<file path="src/rtl/router_pkg.sv">
// Shared router definitions: header field layout, write-FSM state encoding
// and packet length limits.
package router_pkg;

  localparam int LEN_LSB  = 0;
  localparam int LEN_MSB  = 3;
  localparam int DEST_LSB = 4;
  localparam int DEST_MSB = 7;
  localparam int FIELD_W  = 4;

  localparam int DEF_WIDTH = 11;
  localparam int MAX_LEN   = DEF_WIDTH - 1;

  typedef enum logic [1:0] {
    S_IDLE,
    S_PAYLOAD,
    S_DROP
  } wr_state_e;

  // Largest legal payload for an entry of the given byte width.
  function automatic int max_len(input int width);
    return width - 1;
  endfunction

endpackage

</file>
<file path="src/rtl/pkt_write_ctrl_if.sv">
// Ingress byte stream, memory write port and packet descriptor bus of one
// router input port.
interface pkt_write_ctrl_if
  import router_pkg::*;
#(
  parameter int UWIDTH    = 8,
  parameter int PTR_SZ    = 2,
  parameter int PTR_IN_SZ = 4
);

  logic                 in_valid;
  logic [UWIDTH-1:0]    in_data;
  logic                 in_ready;

  logic                 write_en;
  logic [PTR_SZ-1:0]    waddr;
  logic [PTR_IN_SZ-1:0] waddr_in;
  logic [UWIDTH-1:0]    wdata;

  logic                 pkt_avail;
  logic [PTR_SZ-1:0]    rd_entry;
  logic [PTR_IN_SZ-1:0] rd_len;
  logic [FIELD_W-1:0]   rd_dest;
  logic                 pkt_pop;

  logic                 err;

  modport master (
    output in_valid, in_data, pkt_pop,
    input  in_ready, write_en, waddr, waddr_in, wdata,
           pkt_avail, rd_entry, rd_len, rd_dest, err
  );

  modport slave (
    input  in_valid, in_data, pkt_pop,
    output in_ready, write_en, waddr, waddr_in, wdata,
           pkt_avail, rd_entry, rd_len, rd_dest, err
  );

endinterface

</file>
<file path="src/rtl/pkt_write_ctrl_desc_ring.sv">
// Per-entry packet descriptor store {len, dest} with the write and read
// entry pointers, both wrapping at DEPTH-1.
module pkt_desc_ring
  import router_pkg::*;
#(
  parameter int DEPTH     = 3,
  parameter int PTR_SZ    = 2,
  parameter int PTR_IN_SZ = 4
) (
  input  logic                 clk,
  input  logic                 rst_n,
  input  logic                 i_wr_en,
  input  logic [PTR_IN_SZ-1:0] i_wr_len,
  input  logic [FIELD_W-1:0]   i_wr_dest,
  input  logic                 i_wptr_inc,
  input  logic                 i_rptr_inc,
  output logic [PTR_SZ-1:0]    o_wptr,
  output logic [PTR_SZ-1:0]    o_rptr,
  output logic [PTR_IN_SZ-1:0] o_rd_len,
  output logic [FIELD_W-1:0]   o_rd_dest
);

  typedef struct packed {
    logic [PTR_IN_SZ-1:0] len;
    logic [FIELD_W-1:0]   dest;
  } desc_t;

  desc_t             r_desc [DEPTH];
  logic [PTR_SZ-1:0] r_wptr;
  logic [PTR_SZ-1:0] r_rptr;

  // Explicit wrap so a non-power-of-2 DEPTH never reaches an unused index.
  function automatic logic [PTR_SZ-1:0] ptr_next(input logic [PTR_SZ-1:0] p);
    return (p == PTR_SZ'(DEPTH - 1)) ? '0 : p + PTR_SZ'(1);
  endfunction

  always_ff @(posedge clk or negedge rst_n) begin
    if (!rst_n) begin
      // NOTE: the array is small and rd_len/rd_dest must read 0 in reset,
      // so it is reset like ordinary flops rather than left as a RAM.
      for (int i = 0; i < DEPTH; i++) r_desc[i] <= '0;
      r_wptr <= '0;
      r_rptr <= '0;
    end else begin
      if (i_wr_en)    r_desc[r_wptr] <= '{len: i_wr_len, dest: i_wr_dest};
      if (i_wptr_inc) r_wptr <= ptr_next(r_wptr);
      if (i_rptr_inc) r_rptr <= ptr_next(r_rptr);
    end
  end

  assign o_wptr    = r_wptr;
  assign o_rptr    = r_rptr;
  assign o_rd_len  = r_desc[r_rptr].len;
  assign o_rd_dest = r_desc[r_rptr].dest;

endmodule

</file>
<file path="src/rtl/pkt_write_ctrl.sv">
// Ingress write controller: parses headers, writes each packet into one FIFO
// entry and publishes the oldest complete packet to the reader.
module pkt_write_ctrl
  import router_pkg::*;
#(
  parameter int DEPTH     = 3,
  parameter int WIDTH     = 11,
  parameter int UWIDTH    = 8,
  parameter int PTR_SZ    = 2,
  parameter int PTR_IN_SZ = 4
) (
  input logic             clk,
  input logic             rst_n,
  pkt_write_ctrl_if.slave bus
);

  localparam int OCC_W = $clog2(DEPTH + 1);
  localparam int MAX_L = max_len(WIDTH);

  wr_state_e            r_state;
  logic [FIELD_W-1:0]   r_cnt;
  logic [PTR_IN_SZ-1:0] r_idx;
  logic [OCC_W-1:0]     r_occ;
  logic [OCC_W-1:0]     r_comp;
  logic                 r_comp_inc;

  logic                 r_write_en;
  logic [PTR_SZ-1:0]    r_waddr;
  logic [PTR_IN_SZ-1:0] r_waddr_in;
  logic [UWIDTH-1:0]    r_wdata;
  logic                 r_err;

  logic                 w_ready;
  logic                 w_accept;
  logic                 w_hdr_acc;
  logic                 w_hdr_ok;
  logic                 w_reserve;
  logic                 w_cnt_last;
  logic                 w_pkt_done;
  logic                 w_pop;
  logic [FIELD_W-1:0]   w_hdr_len;
  logic [FIELD_W-1:0]   w_hdr_dest;
  logic [PTR_SZ-1:0]    w_wptr;
  logic [PTR_SZ-1:0]    w_rptr;
  logic [PTR_IN_SZ-1:0] w_rd_len;
  logic [FIELD_W-1:0]   w_rd_dest;

  // A full FIFO only blocks new headers; an open packet owns its entry.
  always_comb begin
    // NOTE: default first so no path through the block leaves w_ready
    // unassigned, which would otherwise infer a latch.
    w_ready = 1'b0;
    if (rst_n) w_ready = (r_state == S_IDLE) ? (r_occ < OCC_W'(DEPTH)) : 1'b1;
  end

  assign w_accept   = bus.in_valid && w_ready;
  assign w_hdr_len  = bus.in_data[LEN_MSB:LEN_LSB];
  assign w_hdr_dest = bus.in_data[DEST_MSB:DEST_LSB];
  assign w_hdr_acc  = w_accept && (r_state == S_IDLE);
  assign w_hdr_ok   = (w_hdr_len != '0) && (int'(w_hdr_len) <= MAX_L);
  assign w_reserve  = w_hdr_acc && w_hdr_ok;
  assign w_cnt_last = (r_cnt == FIELD_W'(1));
  assign w_pkt_done = w_accept && (r_state == S_PAYLOAD) && w_cnt_last;
  assign w_pop      = bus.pkt_pop && (r_comp != '0);

  always_ff @(posedge clk or negedge rst_n) begin
    if (!rst_n) begin
      r_state    <= S_IDLE;
      r_cnt      <= '0;
      r_idx      <= '0;
      r_write_en <= 1'b0;
      r_waddr    <= '0;
      r_waddr_in <= '0;
      r_wdata    <= '0;
      r_err      <= 1'b0;
    end else begin
      // NOTE: non-blocking assignments so every flop samples pre-edge values
      // regardless of statement order.
      r_write_en <= 1'b0;
      r_err      <= 1'b0;
      unique case (r_state)
        S_IDLE: begin
          if (w_hdr_acc) begin
            if (w_hdr_ok) begin
              r_state    <= S_PAYLOAD;
              r_cnt      <= w_hdr_len;
              r_idx      <= PTR_IN_SZ'(1);
              r_write_en <= 1'b1;
              r_waddr    <= w_wptr;
              r_waddr_in <= '0;
              r_wdata    <= bus.in_data;
            end else begin
              r_err <= 1'b1;
              if (w_hdr_len != '0) begin
                r_state <= S_DROP;
                r_cnt   <= w_hdr_len;
              end
            end
          end
        end
        S_PAYLOAD: begin
          if (w_accept) begin
            r_write_en <= 1'b1;
            r_waddr    <= w_wptr;
            r_waddr_in <= r_idx;
            r_wdata    <= bus.in_data;
            r_idx      <= r_idx + PTR_IN_SZ'(1);
            r_cnt      <= r_cnt - FIELD_W'(1);
            if (w_cnt_last) r_state <= S_IDLE;
          end
        end
        S_DROP: begin
          if (w_accept) begin
            r_cnt <= r_cnt - FIELD_W'(1);
            if (w_cnt_last) r_state <= S_IDLE;
          end
        end
        default: r_state <= S_IDLE;
      endcase
    end
  end

  // Completion is published one cycle late so the last byte is in memory first.
  always_ff @(posedge clk or negedge rst_n) begin
    if (!rst_n) begin
      r_occ      <= '0;
      r_comp     <= '0;
      r_comp_inc <= 1'b0;
    end else begin
      r_comp_inc <= w_pkt_done;
      unique case ({w_reserve, w_pop})
        2'b10:   r_occ <= r_occ + OCC_W'(1);
        2'b01:   r_occ <= r_occ - OCC_W'(1);
        default: r_occ <= r_occ;
      endcase
      unique case ({r_comp_inc, w_pop})
        2'b10:   r_comp <= r_comp + OCC_W'(1);
        2'b01:   r_comp <= r_comp - OCC_W'(1);
        default: r_comp <= r_comp;
      endcase
    end
  end

  pkt_desc_ring #(
    .DEPTH     (DEPTH),
    .PTR_SZ    (PTR_SZ),
    .PTR_IN_SZ (PTR_IN_SZ)
  ) u_ring (
    .clk        (clk),
    .rst_n      (rst_n),
    .i_wr_en    (w_reserve),
    .i_wr_len   (PTR_IN_SZ'(w_hdr_len) + PTR_IN_SZ'(1)),
    .i_wr_dest  (w_hdr_dest),
    .i_wptr_inc (w_pkt_done),
    .i_rptr_inc (w_pop),
    .o_wptr     (w_wptr),
    .o_rptr     (w_rptr),
    .o_rd_len   (w_rd_len),
    .o_rd_dest  (w_rd_dest)
  );

  assign bus.in_ready  = w_ready;
  assign bus.write_en  = r_write_en;
  assign bus.waddr     = r_waddr;
  assign bus.waddr_in  = r_waddr_in;
  assign bus.wdata     = r_wdata;
  assign bus.pkt_avail = (r_comp != '0);
  assign bus.rd_entry  = w_rptr;
  assign bus.rd_len    = w_rd_len;
  assign bus.rd_dest   = w_rd_dest;
  assign bus.err       = r_err;

endmodule

</file>
<file path="src/flat_wrapper.sv">
// flat-port wrapper written by rule: the top's interface ports become plain ports
module pkt_write_ctrl_flat import router_pkg::*;
#(
  parameter int DEPTH     = 3,
  parameter int WIDTH     = 11,
  parameter int UWIDTH    = 8,
  parameter int PTR_SZ    = 2,
  parameter int PTR_IN_SZ = 4
)
  (clk, rst_n, bus_in_valid, bus_in_data, bus_pkt_pop, bus_in_ready, bus_write_en, bus_waddr, bus_waddr_in, bus_wdata, bus_pkt_avail, bus_rd_entry, bus_rd_len, bus_rd_dest, bus_err);
  pkt_write_ctrl_if #(.UWIDTH(UWIDTH), .PTR_SZ(PTR_SZ), .PTR_IN_SZ(PTR_IN_SZ)) bus_i ();
  input logic clk;
  input logic rst_n;
  input wire logic [$bits(bus_i.in_valid)-1:0] bus_in_valid;
  input wire logic [$bits(bus_i.in_data)-1:0] bus_in_data;
  input wire logic [$bits(bus_i.pkt_pop)-1:0] bus_pkt_pop;
  output wire logic [$bits(bus_i.in_ready)-1:0] bus_in_ready;
  output wire logic [$bits(bus_i.write_en)-1:0] bus_write_en;
  output wire logic [$bits(bus_i.waddr)-1:0] bus_waddr;
  output wire logic [$bits(bus_i.waddr_in)-1:0] bus_waddr_in;
  output wire logic [$bits(bus_i.wdata)-1:0] bus_wdata;
  output wire logic [$bits(bus_i.pkt_avail)-1:0] bus_pkt_avail;
  output wire logic [$bits(bus_i.rd_entry)-1:0] bus_rd_entry;
  output wire logic [$bits(bus_i.rd_len)-1:0] bus_rd_len;
  output wire logic [$bits(bus_i.rd_dest)-1:0] bus_rd_dest;
  output wire logic [$bits(bus_i.err)-1:0] bus_err;
  assign bus_i.in_valid = bus_in_valid;
  assign bus_i.in_data = bus_in_data;
  assign bus_i.pkt_pop = bus_pkt_pop;
  assign bus_in_ready = bus_i.in_ready;
  assign bus_write_en = bus_i.write_en;
  assign bus_waddr = bus_i.waddr;
  assign bus_waddr_in = bus_i.waddr_in;
  assign bus_wdata = bus_i.wdata;
  assign bus_pkt_avail = bus_i.pkt_avail;
  assign bus_rd_entry = bus_i.rd_entry;
  assign bus_rd_len = bus_i.rd_len;
  assign bus_rd_dest = bus_i.rd_dest;
  assign bus_err = bus_i.err;
  pkt_write_ctrl #(.DEPTH(DEPTH), .WIDTH(WIDTH), .UWIDTH(UWIDTH), .PTR_SZ(PTR_SZ), .PTR_IN_SZ(PTR_IN_SZ)) u_core (.clk(clk), .rst_n(rst_n), .bus(bus_i));
endmodule
</file>
<file path="config.mk">
export PLATFORM = sky130hd
export DESIGN_NAME = pkt_write_ctrl_flat
export DESIGN_NICKNAME = d
export VERILOG_FILES = /design/src/rtl/router_pkg.sv /design/src/rtl/pkt_write_ctrl_if.sv /design/src/rtl/pkt_write_ctrl_desc_ring.sv /design/src/rtl/pkt_write_ctrl.sv /design/src/flat_wrapper.sv
export SDC_FILE = /design/constraint.sdc
export NUM_CORES = 1
export LEC_CHECK = 0
export ABC_CLOCK_PERIOD_IN_PS = 3500
export BUFFER_PORTS_ARGS = -buffer_cell sky130_fd_sc_hd__buf_2
export CAP_MARGIN = 0
export CORE_ASPECT_RATIO = 0.5
export CORE_MARGIN = 2
export CORE_UTILIZATION = 40
export CTS_CLUSTER_DIAMETER = 50
export DETAILED_ROUTE_END_ITERATION = 7
export PLACE_DENSITY = 0.59
export SLEW_MARGIN = 20
export SYNTH_ARGS = -nofsm -noshare
export SYNTH_HDL_FRONTEND = slang
export SYNTH_SLANG_ARGS = --single-unit
</file>
<file path="constraint.sdc">
create_clock -name clk -period 3.5 [get_ports clk]
set_input_delay 0.35 -clock clk [delete_from_list [all_inputs] [get_ports clk]]
set_output_delay 0.35 -clock clk [all_outputs]
set_load 0.03 [all_outputs]
</file>
==> results.json, run 1 <==
{
  "status": "complete, no violations",
  "post-route-period-util_pct": 70.3,
  "core_area_sq_mm": 0.00724,
  "die_area_sq_mm": 0.00810,
  "fmax_ghz": 0.406,
  "dp_hpwl_microns": 4130,
  "utilization_pct": 48.5,
  "yosysWarnings": 0,
  "cts-resized-gates": 0,
  "critical_path.endpoint_type": "primary output",
  "rows": 22,
  "holdPathStages": 2,
  "clkPwrFrac_pct": 27.5,
  "comb_power_share_pct": 36.9,
  "clock_path_buffers": 2,
  "grt-ovfl-total": 0,
  "cts_tree": "done",
  "route.detailed.drc": 0,
  "ioPinCount": 40,
  "vias": 1930,
  "cp-start-kind": "flip-flop",
  "start_util_pct": 40.6,
  "finalHoldViolCount": 0,
  "synth-edff-count": 0,
  "critPathKind": "reg2out",
  "yosysSeqAreaShare_pct": 50.2,
  "grt_pass1_wl_microns": 9980,
  "skew_ps": 6.79,
  "switching_power_w": 0.00112,
  "maxCapViolCount": 0,
  "netlist-cell-type-count": 44,
  "place_congestion": 0.856,
  "fill_cells": 663,
  "clock_sinks": 59,
  "final_cell_mix": "dfrtp_1 (59), buf_2 (39), mux2_2 (33), nand2_1 (16), mux2i_1 (12)",
  "cp_max_fo": 13,
  "tightest_slew_ps": 705,
  "viasPerCell": 5.08,
  "swShare_pct": 37.8,
  "synthesis.area_sq_mm": 0.00294,
  "clk_pin_slew_worst_paths_ps": 50,
  "internal-power_w": 0.00185,
  "root_buffer": "clkbuf_16",
  "synth_seq_cells": 59,
  "worstSkewPairLatency_ps": 330,
  "critPathArrivalTime_ps": 2110,
  "die_w_microns": 125,
  "cts-buffers-inserted": 9,
  "power_frac_seq_pct": 35.6,
  "nets": 302,
  "peakVddDrop_mv": 0.321,
  "grt_pass1_vias": 1984,
  "rsz0062_at_grt": "no",
  "syn2layout_area_growth_pct": 19.3,
  "syn_inst": 236,
  "drtAntennaViolNets": 0,
  "rrSetupSlack_ps": 1210,
  "worstPathRequired_ps": 3150,
  "drt-total-wl_microns": 6010,
  "min_period_ps": 2460,
  "power.leakage_nw": 1.73,
  "grt_max_degree": 47,
  "drv_slew": 0,
  "h-tree-depth": 3,
  "reg2reg_depth": 8,
  "layout_commonest_cell": "dfrtp_1",
  "slew_headroom_pct": 52.9,
  "drive_gt1_share_pct": 34.5,
  "powerDensity_mw_per_mm2": 848,
  "synth-main-ff-cell": "dfrtp_1",
  "async_flop_share_pct": 100,
  "fin_setup_tns_ps": 0,
  "dieHeight_microns": 64.7,
  "grt.total_usage_pct": 16.3,
  "drtPass1Iterations": 4,
  "wl_per_cell_microns": 15.8,
  "hp-class": "in2reg",
  "drt-initial-drc-count": 78,
  "syn_nets": 258,
  "port_buffers": 39,
  "postSynthAreaPerCell_sq_um": 12.5,
  "setup_violations": 0,
  "antenna_found_initial": 0,
  "antenna_cells": 0
}
==> routing by layer <==
| metal | vias to the layer above | GRT usage, % | share of wire [%] |
|---|---|---|---|
| li1 | 933 | - | - |
| met1 | 964 | 20.4 | 49 |
| met2 | 28 | 26.8 | 46 |
| met3 | 5 | 6.77 | 4.4 |
| met4 | 0 | 3.75 | 0.67 |
| met5 | - | 0 | 0 |
==> power groups by stage <==
stage	Sequential (W)	Combinational [W]	Clock, W
floorplan	0.00114	0.000740	0
global placement	0.00105	0.00108	0
detailed placement	0.00107	0.00110	0
CTS	0.00106	0.00111	0.000836
global route	0.00109	0.00120	0.000873
finish	0.00106	0.00110	0.000819
==> repair_timing <==
action,in CTS,in global routing
hold buffers,1,0
endpoints found under the hold margin,13,0
buffers inserted,0,0
==> cell usage after synthesis (2+ instances only) <==
library cell | n | area, sq um
clkbuf_1 | 4 | 15.0
dfrtp_1 | 59 | 1480
a22o_1 | 6 | 52.6
and2_1 | 2 | 12.5
and4b_1 | 2 | 20.0
nor2_1 | 10 | 37.5
a21o_1 | 2 | 15.0
o41ai_1 | 2 | 17.5
nand2_1 | 16 | 60.1
a211o_1 | 2 | 17.5
o21ai_0 | 11 | 55.1
mux2i_1 | 12 | 120
nand3_4 | 2 | 35.0
nor3_1 | 4 | 20.0
xor2_1 | 3 | 26.3
inv_1 | 10 | 37.5
mux2_1 | 4 | 45.0
mux2_2 | 33 | 372
ha_1 | 10 | 125
nor2b_1 | 5 | 31.3
xnor2_1 | 5 | 43.8
buf_6 | 2 | 22.5
nand3_1 | 6 | 30.0
and4_1 | 2 | 17.5
nand3b_1 | 3 | 22.5
==> through the flow <==
| step | hold WS [ps] | instance area [sq um] | setup slack (ps) | cells | power, W |
|---|---|---|---|---|---|
| after global placement | 273 | 3220 | 1320 | 364 | 0.00214 |
| after CTS | 300 | 3510 | 1030 | 380 | 0.00301 |
| after detailed placement | 284 | 3220 | 1210 | 364 | 0.00217 |
| final | 306 | 3510 | 1040 | 380 | 0.00298 |
| after floorplan | 54.4 | 2940 | 1360 | 236 | 0.00188 |
| after global routing | 310 | 3510 | 917 | 380 | 0.00316 |
==> worst paths after layout <==
| kind | from | end |
|---|---|---|
| max | u_core.u_ring.o_rptr[0]$_DFFE_PN0P_ | bus_rd_len[2] |
| min reg2reg | u_core.r_comp[1]$_DFFE_PN0P_ | u_core.r_comp[1]$_DFFE_PN0P_ |
| max in group asynchronous | rst_n | u_core.u_ring.o_rptr[0]$_DFFE_PN0P_ |
| min | bus_in_data[4] | u_core.bus.wdata[4]$_DFFE_PN0P_ |
| max reg2reg | u_core.r_state[0]$_DFFE_PN0P_ | u_core.r_occ[1]$_DFFE_PN0P_ |
| min in group asynchronous | rst_n | u_core.bus.waddr_in[2]$_DFFE_PN0P_ |
==> worst max-delay path: stages, from the launching register on <==
cell and delay [ps]:
dfrtp_1 620, nor2b_1 670, nand2_1 100, o21ai_0 140
buf_2 250
==> logic make-up (layout without fill, tap and decap cells) <==
kind of cell | Yosys count | in the layout | share of synthesized area (%)
adder cells (fa/ha/maj) | 10 | 10 | 4.25
buffers and inverters | 18 | 66 | 2.85
flip-flops | 59 | 59 | 50.2
multiplexers | 49 | 49 | 18.2
AND/OR/NAND/NOR | 63 | 63 | 13.7
XOR/XNOR | 8 | 8 | 2.38
AO/OA/AOI/OAI | 29 | 29 | 8.42
==> sequential cells by signal, summed over array words and instances, names as in the netlist <==
name                  cells
u_core.bus.err            1
u_core.bus.waddr          2
u_core.bus.waddr_in       4
u_core.bus.wdata          8
u_core.bus.write_en       1
u_core.r_cnt              4
u_core.r_comp             2
u_core.r_comp_inc         1
u_core.r_idx              4
u_core.r_occ              2
u_core.r_state            2
u_core.u_ring.o_rptr      2
u_core.u_ring.o_wptr      2
u_core.u_ring.r_desc     24
==> layout make-up <==
type / instances / area [sq um] / share of cell area (%)
well taps: 96 / 120 / 3.42
multi-input cells: 159 / 1380 / 39.4
clock inverters: 1 / 7.51 / 0.214
repair buffers: 41 / 213 / 6.06
inverters: 10 / 37.5 / 1.07
clock buffers: 14 / 274 / 7.80
flip-flops and latches: 59 / 1480 / 42.1
(Power assumes the default switching activity.)
==> run 2, diff against run 1 <==
ABC_CLOCK_PERIOD_IN_PS = 2200   (was 3500)
PLACE_DENSITY = 0.61   (was 0.59)
clock period = 2.2 ns   (was 3.5 ns; I/O delays follow)
==> run 2 against run 1 <==
Against the previous run:
- die area stayed put
- wire length down 0.75%
- sequential cell count stayed put
- clock-buffer cell count is 3 lower
- clock skew hardly changed
- largest power group unchanged
- total power up 68%
- critical endpoint is now u_core.u_ring.r_desc[4]$_DFFE_PN0P_
- via count up 2.1%
- worst setup slack worse by 800 ps
- combinational power up 67%
==> results.json, run 2 (synthesis results as in run 1) <==
{
  "powerDensity_mw_per_mm2": 1380,
  "viasPerCell": 5.06,
  "tightest_slew_ps": 469,
  "drtPass1Iterations": 4,
  "worstSetupStartpoint": "u_core.r_state[0]$_DFFE_PN0P_",
  "skew_ps": 6.36,
  "setup_violations": 0,
  "syn2layout_area_growth_pct": 23.6,
  "antenna_found_initial": 0,
  "largest_reg_flops": 24,
  "maxCapViolCount": 0,
  "timing.rr.start": "u_core.r_state[0]$_DFFE_PN0P_",
  "rrSetupSlack_ps": 240,
  "dp_hpwl_microns": 4210,
  "ioPinCount": 40,
  "slowest_delay_ps": 380,
  "dpl_worst_slack_ps": 63.7,
  "reg2reg_depth": 7,
  "hp-class": "in2reg",
  "power.leakage_nw": 1.80,
  "utilization_pct": 50.2,
  "regArea_sq_mm": 0.00148,
  "layout_commonest_cell": "dfrtp_1",
  "min_period_ps": 1960,
  "place_congestion": 0.926,
  "final_cells": 389,
  "regMostFlops": "u_core.u_ring.r_desc",
  "fin_setup_tns_ps": 0,
  "endpoint": "u_core.u_ring.r_desc[4]$_DFFE_PN0P_",
  "fin_ws_ps": 238,
  "cts-buffers-inserted": 9,
  "drive_gt1_share_pct": 37.9,
  "core_area_sq_mm": 0.00724,
  "nets": 310,
  "h-tree-depth": 3,
  "critPathArrivalTime_ps": 2170,
  "slew_headroom_pct": 68.7,
  "peakVddDrop_mv": 0.483,
  "clk_pin_slew_worst_paths_ps": 50,
  "port_buffers": 39,
  "clock_sinks": 59,
  "critical_path.endpoint_type": "flip-flop",
  "fill_cells": 638,
  "finalHoldViolCount": 0,
  "rows": 22,
  "critPathKind": "reg2reg",
  "cp_max_fo": 8,
  "fmax_ghz": 0.510,
  "die_w_microns": 125,
  "rr_endpoint": "u_core.u_ring.r_desc[4]$_DFFE_PN0P_",
  "route.detailed.drc": 0,
  "grt-ovfl-total": 0,
  "fin_area_sq_mm": 0.00364,
  "grt_pass1_vias": 2065,
  "worstPathRequired_ps": 2410,
  "vias": 1970,
  "dp.cells": 370,
  "die_area_sq_mm": 0.00810,
  "slowest_stage": "dfrtp_1",
  "drtAntennaViolNets": 0,
  "post-route-period-util_pct": 89.2,
  "dieHeight_microns": 64.7,
  "rsz0062_at_grt": "no",
  "cts_tree": "done",
  "drv_slew": 0,
  "place_area_sq_mm": 0.00326,
  "cp-start-kind": "flip-flop",
  "drt-total-wl_microns": 5970,
  "multi_input_area_sq_mm": 0.00139,
  "worstSkewPairLatency_ps": 330,
  "clock_path_buffers": 2,
  "grt_pass1_wl_microns": 10200,
  "root_buffer": "clkbuf_16",
  "status": "complete, no violations",
  "wl_per_cell_microns": 15.3,
  "cp_cell_sequence": "inv_1, ha_2, nand2_2, o32ai_4, buf_4, nand4b_4, mux2_2",
  "antenna_cells": 0,
  "grt.total_usage_pct": 16.3,
  "drt-initial-drc-count": 64,
  "grt_max_degree": 37,
  "final_cell_mix": "dfrtp_1 (59), buf_2 (39), mux2_2 (33), nand2_1 (16), mux2i_1 (12)",
  "start_util_pct": 40.6
}
-- run 2: changes by cell type in the layout (fill, tap and decap cells not counted) --
cell	delta
clkinv_2	+3
buf_4	+7
clkbuf_8	-1
clkbuf_1	-2
ha_2	+1
ha_1	-1
nor3_2	+1
bufinv_16	+2
buf_12	+1
nor3_1	-1
clkinvlp_4	-1
-- run 2: how the worst min path moves through the flow --
stage / start / endpoint / slack, ps / depth (start not counted)
6_report: bus_in_data[5] / u_core.u_ring.r_desc[17]$_DFFE_PN0P_ / 170 / 2
5_1_grt: bus_in_data[6] / u_core.bus.wdata[6]$_DFFE_PN0P_ / 170 / 2
4_1_cts: bus_in_data[7] / u_core.u_ring.r_desc[19]$_DFFE_PN0P_ / 160 / 2
3_5_place_dp: rst_n / u_core.r_state[1]$_DFFE_PN0P_ / 290 / 2
3_3_place_gp: rst_n / u_core.r_state[1]$_DFFE_PN0P_ / 270 / 2
2_1_floorplan: rst_n / u_core.bus.err$_DFF_PN0_ / -80 / 0
-- run 2: where the power goes --
part / internal (W) / switching, W / leakage, nW / total [W]
clock network: 0.00104 / 0.000470 / 0.165 / 0.00151
logic: 0.000763 / 0.00108 / 0.874 / 0.00184
registers: 0.00141 / 0.000242 / 0.761 / 0.00165
total: 0.00321 / 0.00179 / 1.80 / 0.00501
-- run 2: routing by layer --
metal	routed length (microns)	GRT usage [%]	up-vias
met5	0	0	-
met4	105	6.67	0
met3	236	4.87	13
met2	2820	27.5	35
met1	2800	19.8	976
li1	-	-	946
-- run 2: layout make-up --
cell class / instances / area share (%)
inverters: 10 / 1.03
clock inverters: 5 / 2.06
repair buffers: 49 / 7.84
flip-flops and latches: 59 / 40.6
well taps: 96 / 3.30
clock buffers: 11 / 6.95
multi-input cells: 159 / 38.2
-- run 2: stage by stage --
step / total power (W) / hold slack [ps]
4_1_cts: 0.00505 / 162
2_1_floorplan: 0.00299 / -75.6
5_1_grt: 0.00533 / 171
3_5_place_dp: 0.00350 / 290
6_report: 0.00501 / 174
3_3_place_gp: 0.00344 / 272
-- run 2: timing repair --
action,in CTS,in global routing
buffers inserted,0,2
hold endpoints to repair,23,0
hold buffers,1,0
endpoints found under the setup margin,0,15
gates resized for setup,0,2
-- run 2: worst max-delay path, delay by kind of cell (launching register included) --
kind                     cells  cell delay (ps)
AO/OA/AOI/OAI                1              290
adder cells (fa/ha/maj)      1              270
buffers and inverters        2              300
flip-flops                   1              380
multiplexers                 1              330
AND/OR/NAND/NOR              2              290
